**src/rtl/imem_loader.sv**
```systemverilog
// Instruction-memory boot loader.
// Accepts a framed word stream (header N, N payload words, checksum),
// writes the payload into instruction memory starting at BASE_ADDR and
// holds the CPU in reset until a load completes with a matching checksum.
module imem_loader #(
    parameter logic [9:0] BASE_ADDR = 10'd0
) (
    input  logic       clk,
    input  logic       rst,
    input  logic       start,
    input  logic       in_valid,
    input  logic [9:0] in_data,
    output logic       in_ready,
    output logic       mem_we,
    output logic [9:0] mem_addr,
    output logic [9:0] mem_wdata,
    output logic       cpu_hold,
    output logic       done,
    output logic       error,
    output logic [9:0] words_loaded
);

    typedef enum logic [2:0] {
        IDLE = 3'd0,
        HDR  = 3'd1,
        DATA = 3'd2,
        CSUM = 3'd3,
        DONE = 3'd4,
        ERR  = 3'd5
    } state_t;

    state_t     state_r;
    state_t     state_next_s;
    logic       xfer_s;
    logic       last_word_s;

    logic [9:0] n_r;
    logic [9:0] idx_r;
    logic [9:0] sum_r;
    logic       mem_we_r;
    logic [9:0] mem_addr_r;
    logic [9:0] mem_wdata_r;
    logic       cpu_hold_r;
    logic       done_r;
    logic       error_r;
    logic [9:0] words_loaded_r;

    // Stream handshake: ready is a pure decode of the receiving states.
    always_comb begin
        in_ready    = 1'b0;
        xfer_s      = 1'b0;
        last_word_s = 1'b0;
        if ((state_r == HDR) || (state_r == DATA) || (state_r == CSUM)) begin
            in_ready = 1'b1;
        end else begin
            in_ready = 1'b0;
        end
        xfer_s      = in_ready & in_valid;
        last_word_s = (idx_r == (n_r - 10'd1));
    end

    // State register; reset forces IDLE immediately.
    always_ff @(posedge clk or posedge rst) begin
        if (rst) begin
            state_r <= IDLE;
        end else begin
            state_r <= state_next_s;
        end
    end

    // Next-state decode; start is only honoured in IDLE, DONE and ERR.
    always_comb begin
        state_next_s = state_r;
        case (state_r)
            IDLE: begin
                if (start) begin
                    state_next_s = HDR;
                end else begin
                    state_next_s = IDLE;
                end
            end
            HDR: begin
                if (xfer_s) begin
                    if (in_data == 10'd0) begin
                        state_next_s = ERR;
                    end else begin
                        state_next_s = DATA;
                    end
                end else begin
                    state_next_s = HDR;
                end
            end
            DATA: begin
                if (xfer_s && last_word_s) begin
                    state_next_s = CSUM;
                end else begin
                    state_next_s = DATA;
                end
            end
            CSUM: begin
                if (xfer_s) begin
                    if (in_data == sum_r) begin
                        state_next_s = DONE;
                    end else begin
                        state_next_s = ERR;
                    end
                end else begin
                    state_next_s = CSUM;
                end
            end
            DONE, ERR: begin
                if (start) begin
                    state_next_s = HDR;
                end else begin
                    state_next_s = state_r;
                end
            end
            default: begin
                state_next_s = IDLE;
            end
        endcase
    end

    // Datapath: header latch, payload write strobe/address/data, running
    // checksum and the registered status flags (aligned with the state).
    always_ff @(posedge clk or posedge rst) begin
        if (rst) begin
            n_r            <= 10'd0;
            idx_r          <= 10'd0;
            sum_r          <= 10'd0;
            mem_we_r       <= 1'b0;
            mem_addr_r     <= 10'd0;
            mem_wdata_r    <= 10'd0;
            cpu_hold_r     <= 1'b1;
            done_r         <= 1'b0;
            error_r        <= 1'b0;
            words_loaded_r <= 10'd0;
        end else begin
            mem_we_r   <= 1'b0;
            cpu_hold_r <= (state_next_s != DONE);
            done_r     <= (state_next_s == DONE);
            error_r    <= (state_next_s == ERR);
            case (state_r)
                HDR: begin
                    if (xfer_s) begin
                        // A zero header still starts a fresh (empty) load.
                        idx_r          <= 10'd0;
                        sum_r          <= 10'd0;
                        words_loaded_r <= 10'd0;
                        if (in_data != 10'd0) begin
                            n_r <= in_data;
                        end else begin
                            n_r <= n_r;
                        end
                    end else begin
                        n_r <= n_r;
                    end
                end
                DATA: begin
                    if (xfer_s) begin
                        mem_we_r       <= 1'b1;
                        mem_addr_r     <= BASE_ADDR + idx_r;
                        mem_wdata_r    <= in_data;
                        idx_r          <= idx_r + 10'd1;
                        words_loaded_r <= words_loaded_r + 10'd1;
                        sum_r          <= sum_r + in_data;
                    end else begin
                        idx_r <= idx_r;
                    end
                end
                default: begin
                    idx_r <= idx_r;
                end
            endcase
        end
    end

    assign mem_we       = mem_we_r;
    assign mem_addr     = mem_addr_r;
    assign mem_wdata    = mem_wdata_r;
    assign cpu_hold     = cpu_hold_r;
    assign done         = done_r;
    assign error        = error_r;
    assign words_loaded = words_loaded_r;

endmodule

```
**config.mk**
```make
export PLATFORM = sky130hd
export DESIGN_NAME = imem_loader
export DESIGN_NICKNAME = d
export VERILOG_FILES = /design/src/rtl/imem_loader.sv
export SDC_FILE = /design/constraint.sdc
export NUM_CORES = 1
export LEC_CHECK = 0
export CAP_MARGIN = 20
export CORE_MARGIN = 3
export CORE_UTILIZATION = 55
export DETAILED_ROUTE_END_ITERATION = 10
export PLACE_DENSITY = 0.8
export SYNTH_ARGS = -nofsm -noshare
export SYNTH_HDL_FRONTEND = slang
export SYNTH_SLANG_ARGS = --single-unit
```
**constraint.sdc**
```tcl
create_clock -name clk -period 3.2 [get_ports clk]
set_clock_uncertainty 0.15 [all_clocks]
set_input_delay 0.64 -clock clk [delete_from_list [all_inputs] [get_ports clk]]
set_output_delay 0.64 -clock clk [all_outputs]
set_load 0.05 [all_outputs]
```
==> results.json <==
{
  "period_share_pct": 87.0,
  "diodes": 0,
  "yosysUniqueCellTypes": 51,
  "hpwl_um": 5550,
  "fin_crit_ns": 2.78,
  "grt_pass1_vias": 2747,
  "setup_tns_ns": 0,
  "path_cells": "clkdlybuf4s50_1 > ha_1 > fa_1 > a21o_1 > a21oi_1 > o21bai_1 > a221oi_1 > xor2_1 > o21ai_0",
  "die_area_um2": 7330,
  "synth.largest_area_cell": "dfrtp_1",
  "power_mw": 3.67,
  "grt_pass1_wl_um": 13200,
  "io_buffers": 48,
  "power_leakage_nw": 1.94,
  "ir_drop_uv": 601,
  "critPathRequiredTime_ns": 3.27,
  "ant_nets": 0,
  "slowest_delay_ns": 0.48,
  "core-area_um2": 6030,
  "rsz0062_at_grt": "false",
  "drt-total-wl_um": 7830,
  "post_cts_buffers": 0,
  "path_clk_slew_ns": 0.08,
  "yosys_warnings": 0,
  "placedCellCount": 484,
  "drt_drc_violations_left": 0,
  "htreeDepth": 3,
  "p_per_area_nw_per_um2": 868,
  "stdcell_count": 500,
  "initial_utilization_pct": 57.9,
  "status": "complete, no violations",
  "hold_buffers": 0,
  "fill_cells": 457,
  "wl_per_cell_um": 15.7,
  "ys.flop_type": "dfrtp_1",
  "fin_nets": 447,
  "ios": 49,
  "path_max_fanout": 4,
  "cts_buffers": 9,
  "drv_cap": 0,
  "cts_resized": 0,
  "drv_slew": 0,
  "synth.avg_cell_area_um2": 9.42,
  "clockRootBuffer": "clkbuf_8",
  "overflow": 0,
  "synth.most_common_cell": "nand2_1",
  "ys_ff_latch": 67,
  "critPathKind": "input port to flip-flop",
  "cts_sinks": 67,
  "setup_viol": 0,
  "drtIter0Drc": 190,
  "arrival_ns": 2.86,
  "cp-start-kind": "input port",
  "cts_buffer_depth": 2,
  "synth_top_area_share_pct": 47.4,
  "die_h_um": 85.6,
  "cts_tree": "done",
  "grt_max_degree": 32,
  "syn_area_um2": 3490,
  "netlist_top_cells_count": "nand2_1 (79), dfrtp_1 (66), nor2_1 (28), o21ai_0 (21), xor2_1 (18)",
  "clock_latency_ns": 0.34,
  "synth.area.top_cells": "dfrtp_1 (47%), nand2_1 (8.5%), xor2_1 (4.5%)",
  "slew_headroom_pct": 42.7,
  "end_kind": "flip-flop",
  "viasPerCell": 5.68,
  "hold_viol": 0,
  "vias": 2838,
  "die_w_um": 85.6,
  "register_area_um2": 1680,
  "async_flop_share_pct": 100,
  "hp-class": "flip-flop to flip-flop",
  "ys_seq_area_share_pct": 48.1,
  "r2r_slack_ns": 0.83,
  "grt_use_total_pct": 23.1,
  "crit_path_top_delay_cell": "clkdlybuf4s50_1",
  "max_freq_mhz": 359,
  "worst_slew_pin_slew_ns": 0.857,
  "area_growth_pct": 21.2,
  "drive_gt1_share_pct": 8.94,
  "drt_pass1_iterations": 4,
  "rows": 28,
  "synth-edff-count": 0,
  "netlist_instances": 370,
  "syn_nets": 397,
  "multi_input_area_um2": 1690,
  "antenna_found_initial": 0,
  "routabilityCongestion": 0.903
}
[where the power goes]
part	switching [mW]	leakage, nW	total [mW]	internal, mW
combinational	1.04	0.965	1.70	0.659
clock	0.324	0.0884	0.645	0.321
sequential	0.231	0.883	1.32	1.09
total	1.60	1.94	3.67	2.07
[critical path, delay by kind of cell]
| kind | cells | cell delay (ns) |
|---|---|---|
| AOI/OAI and AO/OA | 5 | 0.90 |
| xor gates and xnor gates | 1 | 0.17 |
| adders and majority gates | 2 | 0.68 |
| buffers and inverters | 1 | 0.48 |
[path summary, 6_finish.rpt]
path / cells after the start / startpoint / to
max: 9 / in_data[0] / sum_r[8]$_DFFE_PP0P_
min: 2 / mem_addr[7]$_DFFE_PP0P_ / mem_addr[7]$_DFFE_PP0P_
max reg2reg: 5 / n_r[3]$_DFFE_PP0P_ / state_r[0]$_DFF_PP0_
min reg2reg: 2 / mem_addr[7]$_DFFE_PP0P_ / mem_addr[7]$_DFFE_PP0P_
max in group asynchronous: 3 / rst / mem_addr[0]$_DFFE_PP0P_
min in group asynchronous: 2 / rst / sum_r[3]$_DFFE_PP0P_
[flip-flops by register name, summed over array words and instances (netlist names)]
signal / flops
n_r: 10
state_r: 3
sum_r: 10
mem_wdata: 10
done: 1
cpu_hold: 1
idx_r: 10
words_loaded: 10
error: 1
mem_we: 1
mem_addr: 10
[logic make-up (layout without fill, tap and decap cells)]
| kind of cell | Yosys count | count (layout) | synth area share (%) |
|---|---|---|---|
| adder cells (fa/ha/maj) | 13 | 13 | 4.88 |
| buffers and inverters | 28 | 83 | 3.44 |
| multiplexers | 9 | 9 | 2.87 |
| AO/OA/AOI/OAI | 57 | 57 | 10.4 |
| XOR/XNOR | 34 | 34 | 8.54 |
| AND/OR/NAND/NOR | 162 | 162 | 21.7 |
| flip-flops | 67 | 67 | 48.1 |
[cell type report]
cell class	count	area share (%)
Multi-Input combinational cell	275	40.0
Clock buffer	12	3.67
Tap cell	75	2.22
Clock inverter	4	0.592
Sequential cell	67	39.7
Inverter	11	1.09
Timing Repair Buffer	56	12.8
[through the flow]
stage	setup WS (ns)	util [%]	hold slack, ns	cell area (µm²)
6_report	0.416	70.2	0.322	4230
5_1_grt	0.279	70.2	0.358	4230
4_1_cts	0.445	70.2	0.330	4230
3_5_place_dp	0.0732	67.2	0.313	4050
3_3_place_gp	0.130	67.2	0.307	4050
2_1_floorplan	0.718	-	0.297	3490
[layer usage]
layer	GRT usage (%)	part of all wire (%)	vias up
met4	8.63	1.4	0
met1	33.1	47	1384
met2	35.1	47	70
met5	0	0	-
li1	-	-	1372
met3	4.42	4.8	12
[layout by cell type (no fill, tap or decap), types with 2 or more instances in the layout]
master and count:
nor3_1 6, o41ai_1 2, or3_1 3, nor2_1 28, xor2_1 18, ha_1 12
nand4_1 9, nor2b_1 5, a22o_1 4, nand3_1 7, nor4b_1 2, a21o_1 3
o21ai_0 21, buf_4 8, nand2_1 79, clkdlybuf4s50_1 48, nor4_1 4, a211oi_1 2
clkbuf_8 11, o31ai_1 2, clkinv_2 2, nand2b_1 4, xnor2_1 16, dfrtp_1 66
a221oi_1 2, and3_1 5, o21bai_1 2, or4_1 3, inv_1 9, a21oi_1 10
mux2_2 8, clkinvlp_4 2
No activity file was read; power rests on OpenSTA's default activity.
